<file path="config.mk">
export PLATFORM = sky130hd
export DESIGN_NAME = seq_detect_ctrl
export DESIGN_NICKNAME = d
export VERILOG_FILES = /design/src/rtl/seq_detect_ctrl.sv
export SDC_FILE = /design/constraint.sdc
export NUM_CORES = 1
export LEC_CHECK = 0
export BUFFER_PORTS_ARGS = -buffer_cell sky130_fd_sc_hd__buf_2
export CORE_MARGIN = 5
export CORE_UTILIZATION = 59
export CTS_BUF_LIST = sky130_fd_sc_hd__clkbuf_8
export DETAILED_ROUTE_END_ITERATION = 12
export GPL_TIMING_DRIVEN = 0
export HOLD_SLACK_MARGIN = 0.03
export PLACE_DENSITY = 0.83
export SLEW_MARGIN = 20
export SYNTH_ARGS = -nofsm -noshare
export SYNTH_HDL_FRONTEND = slang
export SYNTH_SLANG_ARGS = --single-unit
</file>
<file path="constraint.sdc">
create_clock -name clk -period 5 [get_ports clk]
set_input_delay 1 -clock clk [delete_from_list [all_inputs] [get_ports clk]]
set_output_delay 1 -clock clk [all_outputs]
set_load 0.02 [all_outputs]
</file>
<file path="src/rtl/seq_detect_ctrl.sv">
// seq_detect_ctrl: run controller around a programmable serial pattern
// detector. A run scans a window of qualified serial bits and counts
// overlapping occurrences of the loaded pattern, with a saturating counter
// and a sticky overflow flag.
//
// Handshake: start is accepted only in IDLE (the same cycle may also load a
// new config with cfg_we, which the run then uses). busy is high from the
// cycle after an accepted start until the cycle after done. done is a
// one-cycle pulse marking a completed run. An aborted run returns to IDLE
// without a done pulse.
module seq_detect_ctrl #(
    parameter int PAT_W = 4,
    parameter int WIN_W = 8,
    parameter int CNT_W = 8
) (
    input  logic             clk,
    input  logic             reset,        // asynchronous, active-low
    input  logic             cfg_we,
    input  logic [PAT_W-1:0] cfg_pattern,
    input  logic [WIN_W-1:0] cfg_window,
    input  logic             start,
    input  logic             abort,
    input  logic             x,
    input  logic             x_valid,
    output logic             busy,
    output logic             done,
    output logic             y,
    output logic [CNT_W-1:0] match_count,
    output logic             overflow,
    output logic [1:0]       dbg_state
);

    typedef enum logic [1:0] {
        S_IDLE = 2'd0,
        S_SCAN = 2'd1,
        S_DONE = 2'd2
    } state_t;

    // Bit count at which the shift register first holds a full pattern.
    localparam logic [WIN_W:0] PAT_LEN = (WIN_W + 1)'(PAT_W);

    state_t           state_q, state_d;
    logic [PAT_W-1:0] pat_q, pat_d;
    logic [WIN_W-1:0] win_q, win_d;
    logic [PAT_W-1:0] sr_q, sr_d;
    logic [WIN_W-1:0] bitcnt_q, bitcnt_d;
    logic [CNT_W-1:0] cnt_q, cnt_d;
    logic             ovf_q, ovf_d;
    logic             y_q, y_d;

    logic [PAT_W-1:0] sr_next;
    logic [WIN_W:0]   bits_seen;
    logic [WIN_W-1:0] eff_win;
    logic             hit;

    // Shift register contents and bit count after sampling the current bit.
    assign sr_next   = {sr_q[PAT_W-2:0], x};
    assign bits_seen = {1'b0, bitcnt_q} + (WIN_W + 1)'(1);
    assign hit       = (bits_seen >= PAT_LEN) && (sr_next == pat_q);
    // A start in the same cycle as cfg_we runs with the freshly loaded window.
    assign eff_win   = cfg_we ? cfg_window : win_q;

    // State and datapath registers; reset clears everything including config.
    always_ff @(posedge clk or negedge reset) begin
        if (!reset) begin
            state_q  <= S_IDLE;
            pat_q    <= '0;
            win_q    <= '0;
            sr_q     <= '0;
            bitcnt_q <= '0;
            cnt_q    <= '0;
            ovf_q    <= 1'b0;
            y_q      <= 1'b0;
        end else begin
            state_q  <= state_d;
            pat_q    <= pat_d;
            win_q    <= win_d;
            sr_q     <= sr_d;
            bitcnt_q <= bitcnt_d;
            cnt_q    <= cnt_d;
            ovf_q    <= ovf_d;
            y_q      <= y_d;
        end
    end

    // Next-state and datapath update for IDLE / SCAN / DONE.
    always_comb begin
        state_d  = state_q;
        pat_d    = pat_q;
        win_d    = win_q;
        sr_d     = sr_q;
        bitcnt_d = bitcnt_q;
        cnt_d    = cnt_q;
        ovf_d    = ovf_q;
        y_d      = 1'b0;
        case (state_q)
            S_IDLE: begin
                if (cfg_we) begin
                    pat_d = cfg_pattern;
                    win_d = cfg_window;
                end
                if (start) begin
                    sr_d     = '0;
                    bitcnt_d = '0;
                    cnt_d    = '0;
                    ovf_d    = 1'b0;
                    state_d  = (eff_win == '0) ? S_DONE : S_SCAN;
                end
            end
            S_SCAN: begin
                // abort wins over a bit sampled in the same cycle
                if (abort) begin
                    state_d = S_IDLE;
                end else if (x_valid) begin
                    sr_d     = sr_next;
                    bitcnt_d = bits_seen[WIN_W-1:0];
                    if (hit) begin
                        y_d = 1'b1;
                        if (&cnt_q) begin
                            ovf_d = 1'b1;
                        end else begin
                            cnt_d = cnt_q + CNT_W'(1);
                        end
                    end
                    if (bits_seen == {1'b0, win_q}) begin
                        state_d = S_DONE;
                    end
                end
            end
            S_DONE: begin
                state_d = S_IDLE;
            end
            default: begin
                state_d = S_IDLE;
            end
        endcase
    end

    assign busy        = (state_q == S_SCAN) || (state_q == S_DONE);
    assign done        = (state_q == S_DONE);
    assign y           = y_q;
    assign match_count = cnt_q;
    assign overflow    = ovf_q;
    assign dbg_state   = state_q;

endmodule

</file>
==> results of run 1 <==
## synth_stat cells, types with 6 or more instances
library cell	instances	area share
a21oi_1	8	0.019
a22o_1	6	0.025
clkbuf_1	6	0.011
dfrtp_1	35	0.42
mux2_2	13	0.069
nand2_1	26	0.046
nand3_1	12	0.029
nor2_1	16	0.029
nor3_1	6	0.014
o21ai_0	13	0.031
xnor2_1	11	0.046
## metrics by stage
step	total power (W)	utilization	instances
6_report	0.001023	0.7154	307
2_1_floorplan	0.0007002	-	221
3_5_place_dp	0.0008000	0.6859	299
4_1_cts	0.001027	0.7154	307
5_1_grt	0.001096	0.7154	307
3_3_place_gp	0.0007847	0.6859	299
## worst register-to-register path, cell delays in order (launching register included)
cell	delay, ns
dfrtp_1	0.41
inv_1	0.11
ha_1	0.24
and3b_1	0.29
a21oi_2	0.18
or2_2	0.38
o31a_1	0.34
a221o_1	0.37
## layer usage
layer  global-route usage  vias up
li1                     -      886
met1               0.2655      851
met2               0.2991       58
met3              0.05942        8
met4              0.08723        0
met5                    0        -
## power groups by stage
stage	sequential (W)	clock [W]	combinational, W
global placement	0.000426	0	0.000359
detailed placement	0.000430	0	0.000370
finish	0.000428	0.000226	0.000370
global route	0.000436	0.000247	0.000413
CTS	0.000425	0.000230	0.000371
floorplan	0.000418	0	0.000282
## placed cells by master, fill, tap and decap left out, drive strengths merged, types with 2 or more instances in the layout
cell type	count
buf	37
dfrtp	35
nand2	26
nor2	16
mux2	13
o21ai	13
clkbuf	13
nand3	12
xnor2	11
a21oi	9
nor3	7
a22o	6
nand4	5
ha	5
inv	4
and2	4
and3	4
nor4	3
nand2b	3
or2	3
and3b	2
a31oi	2
xor2	2
o31a	2
o31ai	2
a221o	2
a211o	2
a31o	2
## cell families (layout without fill, tap and decap cells)
kind of cell | Yosys count | in the layout | synth area share
xor+xnor | 13 | 13 | 0.05404
buf+inv | 14 | 54 | 0.03504
flops | 35 | 35 | 0.4157
mux | 14 | 14 | 0.07423
compound gates | 47 | 47 | 0.1597
simple gates | 93 | 93 | 0.2316
fa+ha+maj | 5 | 5 | 0.02969
## sequential cells by signal (all words and copies together), names as in the netlist
register	count
y	1
bitcnt_q	8
pat_q	4
win_q	8
sr_q	3
overflow	1
dbg_state	2
match_count	8
## final cells by class
cell class	count	area, um2	area share
Clock inverter	1	3.754	0.001548
Inverter	3	11.26	0.004644
Buffer	11	62.56	0.02580
Multi-Input combinational cell	172	1157	0.4773
Clock buffer	7	96.34	0.03973
Tap cell	46	57.56	0.02374
Sequential cell	35	875.8	0.3612
Timing Repair Buffer	32	160.2	0.06605
## final timing paths
check,from,to,depth (start not counted)
worst max-delay path,abort,match_count[2],6
worst min-delay path,sr_q[0],sr_q[1],2
worst max register to register,dbg_state[1],match_count[2],7
worst min register to register,sr_q[0],sr_q[1],2
max in group asynchronous,reset,sr_q[2],1
min in group asynchronous,reset,match_count[2],1
==> impl_metrics.py, run 1 <==
metrics = {
    "die": {
        "initial_core_util": 0.6216,
        "die_y_um": 69.76,
        "ioPinCount": 33,
        "rows": 21,
        "core_um2": 3390,
        "fp.dieW_um": 69.76,
        "die_area_um2": 4866,
    },
    "final_layout": {
        "nFillCells": 261,
        "syn_to_final_growth_pct": 15.08,
        "drive_gt1_frac": 0.2644,
        "fin_area_um2": 2425,
        "final_nets": 284,
        "n_antenna_cell": 0,
    },
    "power_and_ir_drop": {
        "power_frac_seq": 0.418,
        "p_comb_frac": 0.361,
        "swShare": 0.3674,
        "power_density_nw_per_um2": 421.8,
        "p_leak_nw": 1.099,
        "p_sw_w": 0.0003758,
        "ir_drop_mv": 0.3391,
        "clkPwrFrac": 0.221,
        "internal_power_w": 0.0006470,
    },
    "routing": {
        "route.met2.wl_um": 2084,
        "vias": 1803,
        "route.detailed.drc": 0,
        "met3_length_um": 260,
        "highest_layer": "met4",
        "wl_um": 4638,
        "drt-pass1-iter-count": 4,
        "via_per_inst": 5.873,
        "drt_iter0_markers": 167,
        "antenna_left": 0,
        "post_drt_wl_per_cell_um": 15.11,
        "m1WireLength_um": 2215,
    },
    "critical_path": {
        "slowest_stage": "or2_2",
        "crit_chain": "buf_2 > and3b_1 > a21oi_2 > or2_2 > o31a_1 > a221o_1",
        "critPathKind": "in2reg",
        "slowest_delay_ns": 0.37,
        "crit_family": "compound AO/OA/AOI/OAI gates",
        "crit_arrival_ns": 2.69,
        "worstPathMaxFanout": 10,
        "worst_setup_path_end_kind": "flip-flop",
        "required_ns": 5.18,
        "crit_buf_inv": 1,
        "r2r_setup_slack_ns": 2.57,
        "crit_path_start_kind": "input pin",
    },
    "logic_synthesis": {
        "synth_flop_cell": "dfrtp_1",
        "async_flop_share": 1.000,
        "synth_area_per_cell_um2": 9.534,
        "synth-edff-count": 0,
        "syn_inst": 221,
        "ys_seq_elements": 35,
        "yosysWarnings": 0,
        "synth_cell_type_count": 52,
        "yosysSeqAreaShare": 0.4157,
        "synth.net_count": 245,
        "syn_area_um2": 2107,
    },
    "sta": {
        "worst_pin_slew_ns": 0.7729,
        "fin_crit_ns": 2.510,
        "final-setup-viol-count": 0,
        "clock.fmax_mhz": 398.5,
        "fin_worst_skew_ns": 0.006264,
        "setup_tns_ns": 0,
        "setup_slack_ns": 2.490,
        "period_share": 0.5019,
        "whs_ns": 0.5120,
        "slew_violations": 0,
        "max-slew-margin-rel": 0.4848,
        "finalHoldViolations": 0,
        "grt_setup_unrepaired": "no",
    },
    "cts": {
        "cts_buffer_depth": 2,
        "ctsHoldBuffers": 0,
        "cts_tree": "done",
        "clock-sinks": 35,
        "worst_skew_pair.late_latency_ns": 0.29,
        "cts_resized": 0,
        "cts_setup_buffers": 0,
        "root_buffer": "clkbuf_8",
        "cts_buffers": 5,
        "htree_levels": 2,
        "clkTransAtPathRegs_ns": 0.07,
    },
    "global_route": {
        "antenna_found_initial": 0,
        "grt_pass1_vias": 1699,
        "grt_start_max_net_pins": 36,
        "grt_pass1_wl_um": 7797,
        "grtUsageTotal": 0.1995,
        "grt_overflow": 0,
    },
    "placement": {
        "io_buffers": 32,
        "dp.final_hpwl_um": 3381,
        "dpl_worst_slack_ns": 2.214,
        "placed_cell_area_um2": 2325,
        "gp_congestion": 0.8569,
    },
    "job": {
        "drv_cap": 0,
    },
    "run_status": {
        "status": "completed",
    },
    "hold_path": {
        "min_path_type": "reg2reg",
    },
}
Note: power is estimated with default switching activity, not from simulation.
==> run 2, diff against run 1 <==
==> constraint.sdc (replaced) <==
create_clock -name clk -period 2.4 [get_ports clk]
set_input_delay 0.48 -clock clk [delete_from_list [all_inputs] [get_ports clk]]
set_output_delay 0.48 -clock clk [all_outputs]
set_load 0.02 [all_outputs]
==> run 2 against run 1 <==
  * Sequential power grew 110%
  * Largest cell class unchanged
  * Sequential share of layout area fell by 0.68 points
  * Worst setup slack worse by 2.4 ns
  * Critical endpoint unchanged
  * Combinational power increased by 120%
==> impl_metrics.py, run 2 (synthesized netlist as in run 1, its figures left out) <==
metrics = {
    "routing": {
        "via_per_inst": 5.825,
        "drt_iter0_markers": 125,
        "vias": 1800,
        "post_drt_wl_per_cell_um": 15.23,
        "wl_um": 4707,
        "route.detailed.drc": 0,
        "antenna_left": 0,
        "drt-pass1-iter-count": 4,
    },
    "final_layout": {
        "final_core_util": 0.7291,
        "syn_to_final_growth_pct": 17.28,
        "fin_area_um2": 2471,
        "mostFrequentLayoutCell": "dfrtp_1",
        "n_antenna_cell": 0,
        "nFillCells": 245,
        "final_nets": 286,
        "drive_gt1_frac": 0.2928,
        "final_cell_mix": "35 x dfrtp_1, 34 x buf_2, 26 x nand2_1",
    },
    "critical_path": {
        "slowest_stage": "dfrtp_1",
        "slowest_delay_ns": 0.43,
        "worst_setup_path_end_kind": "flip-flop",
        "r2r-start": "dbg_state[1]",
        "crit_arrival_ns": 2.53,
        "crit_buf_inv": 1,
        "critPathKind": "reg2reg",
        "worstPathMaxFanout": 10,
        "reg2reg_depth": 7,
        "crit_family": "compound AO/OA/AOI/OAI gates",
        "timing.rr.end": "match_count[2]",
        "crit_chain": "inv_2 > ha_2 > and3b_2 > a21oi_4 > or2_2 > o31a_1 > a221o_1",
        "r2r_setup_slack_ns": 0.05,
        "crit_path_start_kind": "flip-flop",
        "required_ns": 2.58,
    },
    "placement": {
        "placed_cell_area_um2": 2325,
        "dp.final_hpwl_um": 3381,
        "io_buffers": 32,
        "gp_congestion": 0.8569,
    },
    "die": {
        "core_um2": 3390,
        "die_area_um2": 4866,
        "ioPinCount": 33,
        "fp.dieW_um": 69.76,
        "rows": 21,
        "die_y_um": 69.76,
        "initial_core_util": 0.6216,
    },
    "sta": {
        "max-slew-margin-rel": 0.4775,
        "slew_violations": 0,
        "period_share": 0.9775,
        "worst_pin_slew_ns": 0.7838,
        "fin_crit_ns": 2.346,
        "setup_tns_ns": 0,
        "final-setup-viol-count": 0,
        "fin_worst_skew_ns": 0.005004,
        "finalHoldViolations": 0,
        "whs_ns": 0.2597,
        "clock.fmax_mhz": 426.3,
    },
    "global_route": {
        "grt_pass1_wl_um": 7797,
        "grt_pass1_vias": 1699,
        "grt_overflow": 0,
        "grtUsageTotal": 0.1995,
        "antenna_found_initial": 0,
        "grt_start_max_net_pins": 36,
    },
    "run_status": {
        "status": "completed",
    },
    "power_and_ir_drop": {
        "ir_drop_mv": 0.6708,
        "power_density_nw_per_um2": 886.2,
        "p_leak_nw": 1.116,
        "finalPower_w": 0.002190,
    },
    "hold_path": {
        "min_path_type": "in2async",
    },
    "cts": {
        "ctsHoldBuffers": 0,
        "clkTransAtPathRegs_ns": 0.07,
        "cts_buffers": 5,
        "root_buffer": "clkbuf_8",
        "cts_buffer_depth": 2,
        "htree_levels": 2,
        "clock-sinks": 35,
        "worst_skew_pair.late_latency_ns": 0.29,
        "cts_tree": "done",
    },
    "job": {
        "drv_cap": 0,
    },
}
run 2: cell types whose count changed in the layout (fill, tap and decap cells not counted), moves of 2 or more:
cell and delta:
inv_2 +2, ha_1 -2, inv_1 -2, buf_4 +2
run 2: routing by layer:
layer,up-vias,part of all wire,track usage
met4,0,0.014,0.08723
met1,848,0.46,0.2655
met2,57,0.46,0.2991
met5,-,0,0
li1,890,-,-
met3,5,0.061,0.05942
run 2: cell type report:
type	count	area (um2)	share of cell area
multi-input combinational	172	1189	0.4810
timing repair buffer	34	175.2	0.07089
clock buffer	7	96.34	0.03899
buffer	11	62.56	0.02532
inverter	3	11.26	0.004557
sequential	35	875.8	0.3544
tap	46	57.56	0.02329
clock inverter	1	3.754	0.001519
run 2: what timing repair did:
action / CTS / global route
setup buffers: 0 / 2
endpoints found under the setup margin: 0 / 5
resized for setup: 0 / 8
run 2: worst max path at each step:
stage                 startpoint  cells after the start  slack, ns        endpoint
global route        dbg_state[1]                      7     -0.009  match_count[7]
CTS                 dbg_state[1]                      7       0.02  match_count[2]
floorplan           dbg_state[0]                      8       0.19  match_count[1]
global placement    dbg_state[1]                      7       0.05  match_count[7]
finish              dbg_state[1]                      7       0.05  match_count[2]
detailed placement  dbg_state[1]                      7       0.03  match_count[2]
run 2: power by group:
part	leakage [nW]	total [W]	switching, W	internal, W
sequential	0.459	0.000893	0.000163	0.000730
combinational	0.601	0.000826	0.000434	0.000392
clock	0.0557	0.000471	0.000213	0.000258
total	1.12	0.00219	0.000810	0.00138
run 2: through the flow:
stage / std cells / setup slack, ns
floorplan: 221 / 0.1940
global placement: 299 / 0.05274
detailed placement: 299 / 0.02595
CTS: 307 / 0.01801
global route: 309 / -0.009116
finish: 309 / 0.05396
run 2: worst register-to-register path, cell delays in order, from the launching register on:
cell and delay (ns):
dfrtp_1 0.43, inv_2 0.11, ha_2 0.22, and3b_2 0.25, a21oi_4 0.12, or2_2 0.35, o31a_1 0.39, a221o_1 0.37
==> run 3, diff against run 2 <==
--- a/config.mk
+++ b/config.mk
@@ -12,7 +12,7 @@
 export DETAILED_ROUTE_END_ITERATION = 12
 export GPL_TIMING_DRIVEN = 0
 export HOLD_SLACK_MARGIN = 0.03
-export PLACE_DENSITY = 0.83
+export PLACE_DENSITY_LB_ADDON = 0.1
 export SLEW_MARGIN = 20
 export SYNTH_ARGS = -nofsm -noshare
 export SYNTH_HDL_FRONTEND = slang
==> run 3 against run 2 <==
  * Die area stayed put
  * Worst setup slack improved by 0.018 ns
  * Critical endpoint is now match_count[7]
  * Critical path depth did not move
  * Via count grew 2.9%
  * Wire length grew 5.4%
  * Clock-buffer cell count unchanged
  * Clock skew down 0.0025 ns
==> impl_metrics.py, run 3 (synthesized netlist as in run 1, its figures left out) <==
metrics = {
    "run_status": {
        "status": "completed",
    },
    "final_layout": {
        "final_cell_mix": "35 x dfrtp_1, 34 x buf_2, 26 x nand2_1",
        "mostFrequentLayoutCell": "dfrtp_1",
        "final_nets": 284,
        "syn_to_final_growth_pct": 16.57,
        "drive_gt1_frac": 0.2835,
        "nFillCells": 270,
        "multi_input_area_um2": 1189,
        "register_area_um2": 875.8,
        "n_antenna_cell": 0,
        "final_core_util": 0.7246,
    },
    "die": {
        "core_um2": 3390,
        "fp.dieW_um": 69.76,
        "die_y_um": 69.76,
        "rows": 21,
        "ioPinCount": 33,
        "initial_core_util": 0.6216,
        "die_area_um2": 4866,
    },
    "cts": {
        "cts_resized": 0,
        "root_buffer": "clkbuf_8",
        "clock-sinks": 35,
        "clkTransAtPathRegs_ns": 0.07,
        "worst_skew_pair.late_latency_ns": 0.29,
        "cts_tree": "done",
        "cts_buffers": 5,
        "ctsHoldBuffers": 0,
        "htree_levels": 2,
        "cts_setup_buffers": 0,
        "cts_buffer_depth": 2,
    },
    "routing": {
        "met3_length_um": 233,
        "antenna_left": 0,
        "wl_um": 4963,
        "m1WireLength_um": 2206,
        "drt-pass1-iter-count": 4,
        "post_drt_wl_per_cell_um": 16.17,
        "via_per_inst": 6.033,
        "drt_iter0_markers": 136,
        "vias": 1852,
        "route.met2.wl_um": 2439,
        "route.detailed.drc": 0,
        "highest_layer": "met4",
    },
    "sta": {
        "worst_pin_slew_ns": 0.7830,
        "finalHoldViolations": 0,
        "clock.fmax_mhz": 429.5,
        "max-slew-margin-rel": 0.4780,
        "fin_crit_ns": 2.328,
        "slew_violations": 0,
        "period_share": 0.9701,
        "final-setup-viol-count": 0,
        "whs_ns": 0.2692,
        "fin_worst_skew_ns": 0.002516,
    },
    "job": {
        "drv_cap": 0,
    },
    "global_route": {
        "grt_pass1_wl_um": 8314,
        "grt_overflow": 0,
        "grtUsageTotal": 0.2078,
        "grt_pass1_vias": 1808,
        "grt_start_max_net_pins": 36,
        "antenna_found_initial": 0,
    },
    "critical_path": {
        "crit_arrival_ns": 2.50,
        "slowest_delay_ns": 0.43,
        "reg2reg_depth": 7,
        "crit_chain": "inv_2 > ha_2 > and3b_2 > a21oi_4 > or2_2 > o31a_1 > a221o_1",
        "crit_family": "compound AO/OA/AOI/OAI gates",
        "r2r_setup_slack_ns": 0.07,
        "critPathKind": "reg2reg",
        "worst_setup_path_end_kind": "flip-flop",
        "crit_path_start_kind": "flip-flop",
        "crit_buf_inv": 1,
        "r2r-start": "dbg_state[1]",
        "timing.rr.end": "match_count[7]",
        "worstPathMaxFanout": 10,
        "required_ns": 2.57,
        "slowest_stage": "dfrtp_1",
    },
    "power_and_ir_drop": {
        "ir_drop_mv": 0.6605,
        "power_density_nw_per_um2": 893.9,
        "p_leak_nw": 1.105,
    },
    "hold_path": {
        "min_path_type": "in2async",
    },
    "placement": {
        "dp.final_hpwl_um": 3548,
        "io_buffers": 32,
        "gp_congestion": 0.8484,
    },
}
-- run 3: changes by cell type in the layout (fill, tap and decap cells not counted), sizes merged --
cell | previous run | this run
buf | 39 | 37
-- run 3: layer usage --
metal,vias to the layer above,GRT usage
met5,-,0
met4,0,0.08723
met3,10,0.03333
met2,59,0.3295
met1,898,0.2805
li1,885,-
-- run 3: final cells by class --
| cell class | instances | area share |
|---|---|---|
| Clock buffer | 7 | 0.03923 |
| Timing Repair Buffer | 32 | 0.06521 |
| Clock inverter | 1 | 0.001528 |
| Sequential cell | 35 | 0.3566 |
| Inverter | 3 | 0.004585 |
| Buffer | 11 | 0.02547 |
| Multi-Input combinational cell | 172 | 0.4840 |
| Tap cell | 46 | 0.02343 |
-- run 3: worst max-delay path by stage --
stage            startpoint             end  depth (start not counted)
2_1_floorplan  dbg_state[0]  match_count[1]                          8
3_3_place_gp   dbg_state[1]  match_count[2]                          7
3_5_place_dp   dbg_state[1]  match_count[7]                          7
4_1_cts        dbg_state[1]  match_count[1]                          8
5_1_grt        dbg_state[1]  match_count[1]                          8
6_report       dbg_state[1]  match_count[7]                          7
-- run 3: worst register-to-register path, cell delays in order (launching register included) --
cell and delay [ns]:
dfrtp_1 0.43, inv_2 0.12, ha_2 0.22, and3b_2 0.26, a21oi_4 0.12, or2_2 0.36, o31a_1 0.34, a221o_1 0.37
-- run 3: stage by stage --
stage | setup WS [ns] | TNS (ns) | std cells | cell area [um2] | total power [W]
floorplan | 0.1940 | 0 | 221 | 2107 | 0.001459
global placement | 0.05514 | 0 | 299 | 2325 | 0.001657
detailed placement | 0.01473 | 0 | 299 | 2325 | 0.001683
CTS | 0.0005038 | 0 | 307 | 2425 | 0.002151
global route | -0.02703 | -0.04981 | 307 | 2456 | 0.002333
finish | 0.07173 | 0 | 307 | 2456 | 0.002196
-- run 3: power breakdown --
| part | internal, W | switching (W) | total, W |
|---|---|---|---|
| registers | 0.000730 | 0.000179 | 0.000909 |
| clock network | 0.000257 | 0.000205 | 0.000463 |
| logic | 0.000390 | 0.000434 | 0.000824 |
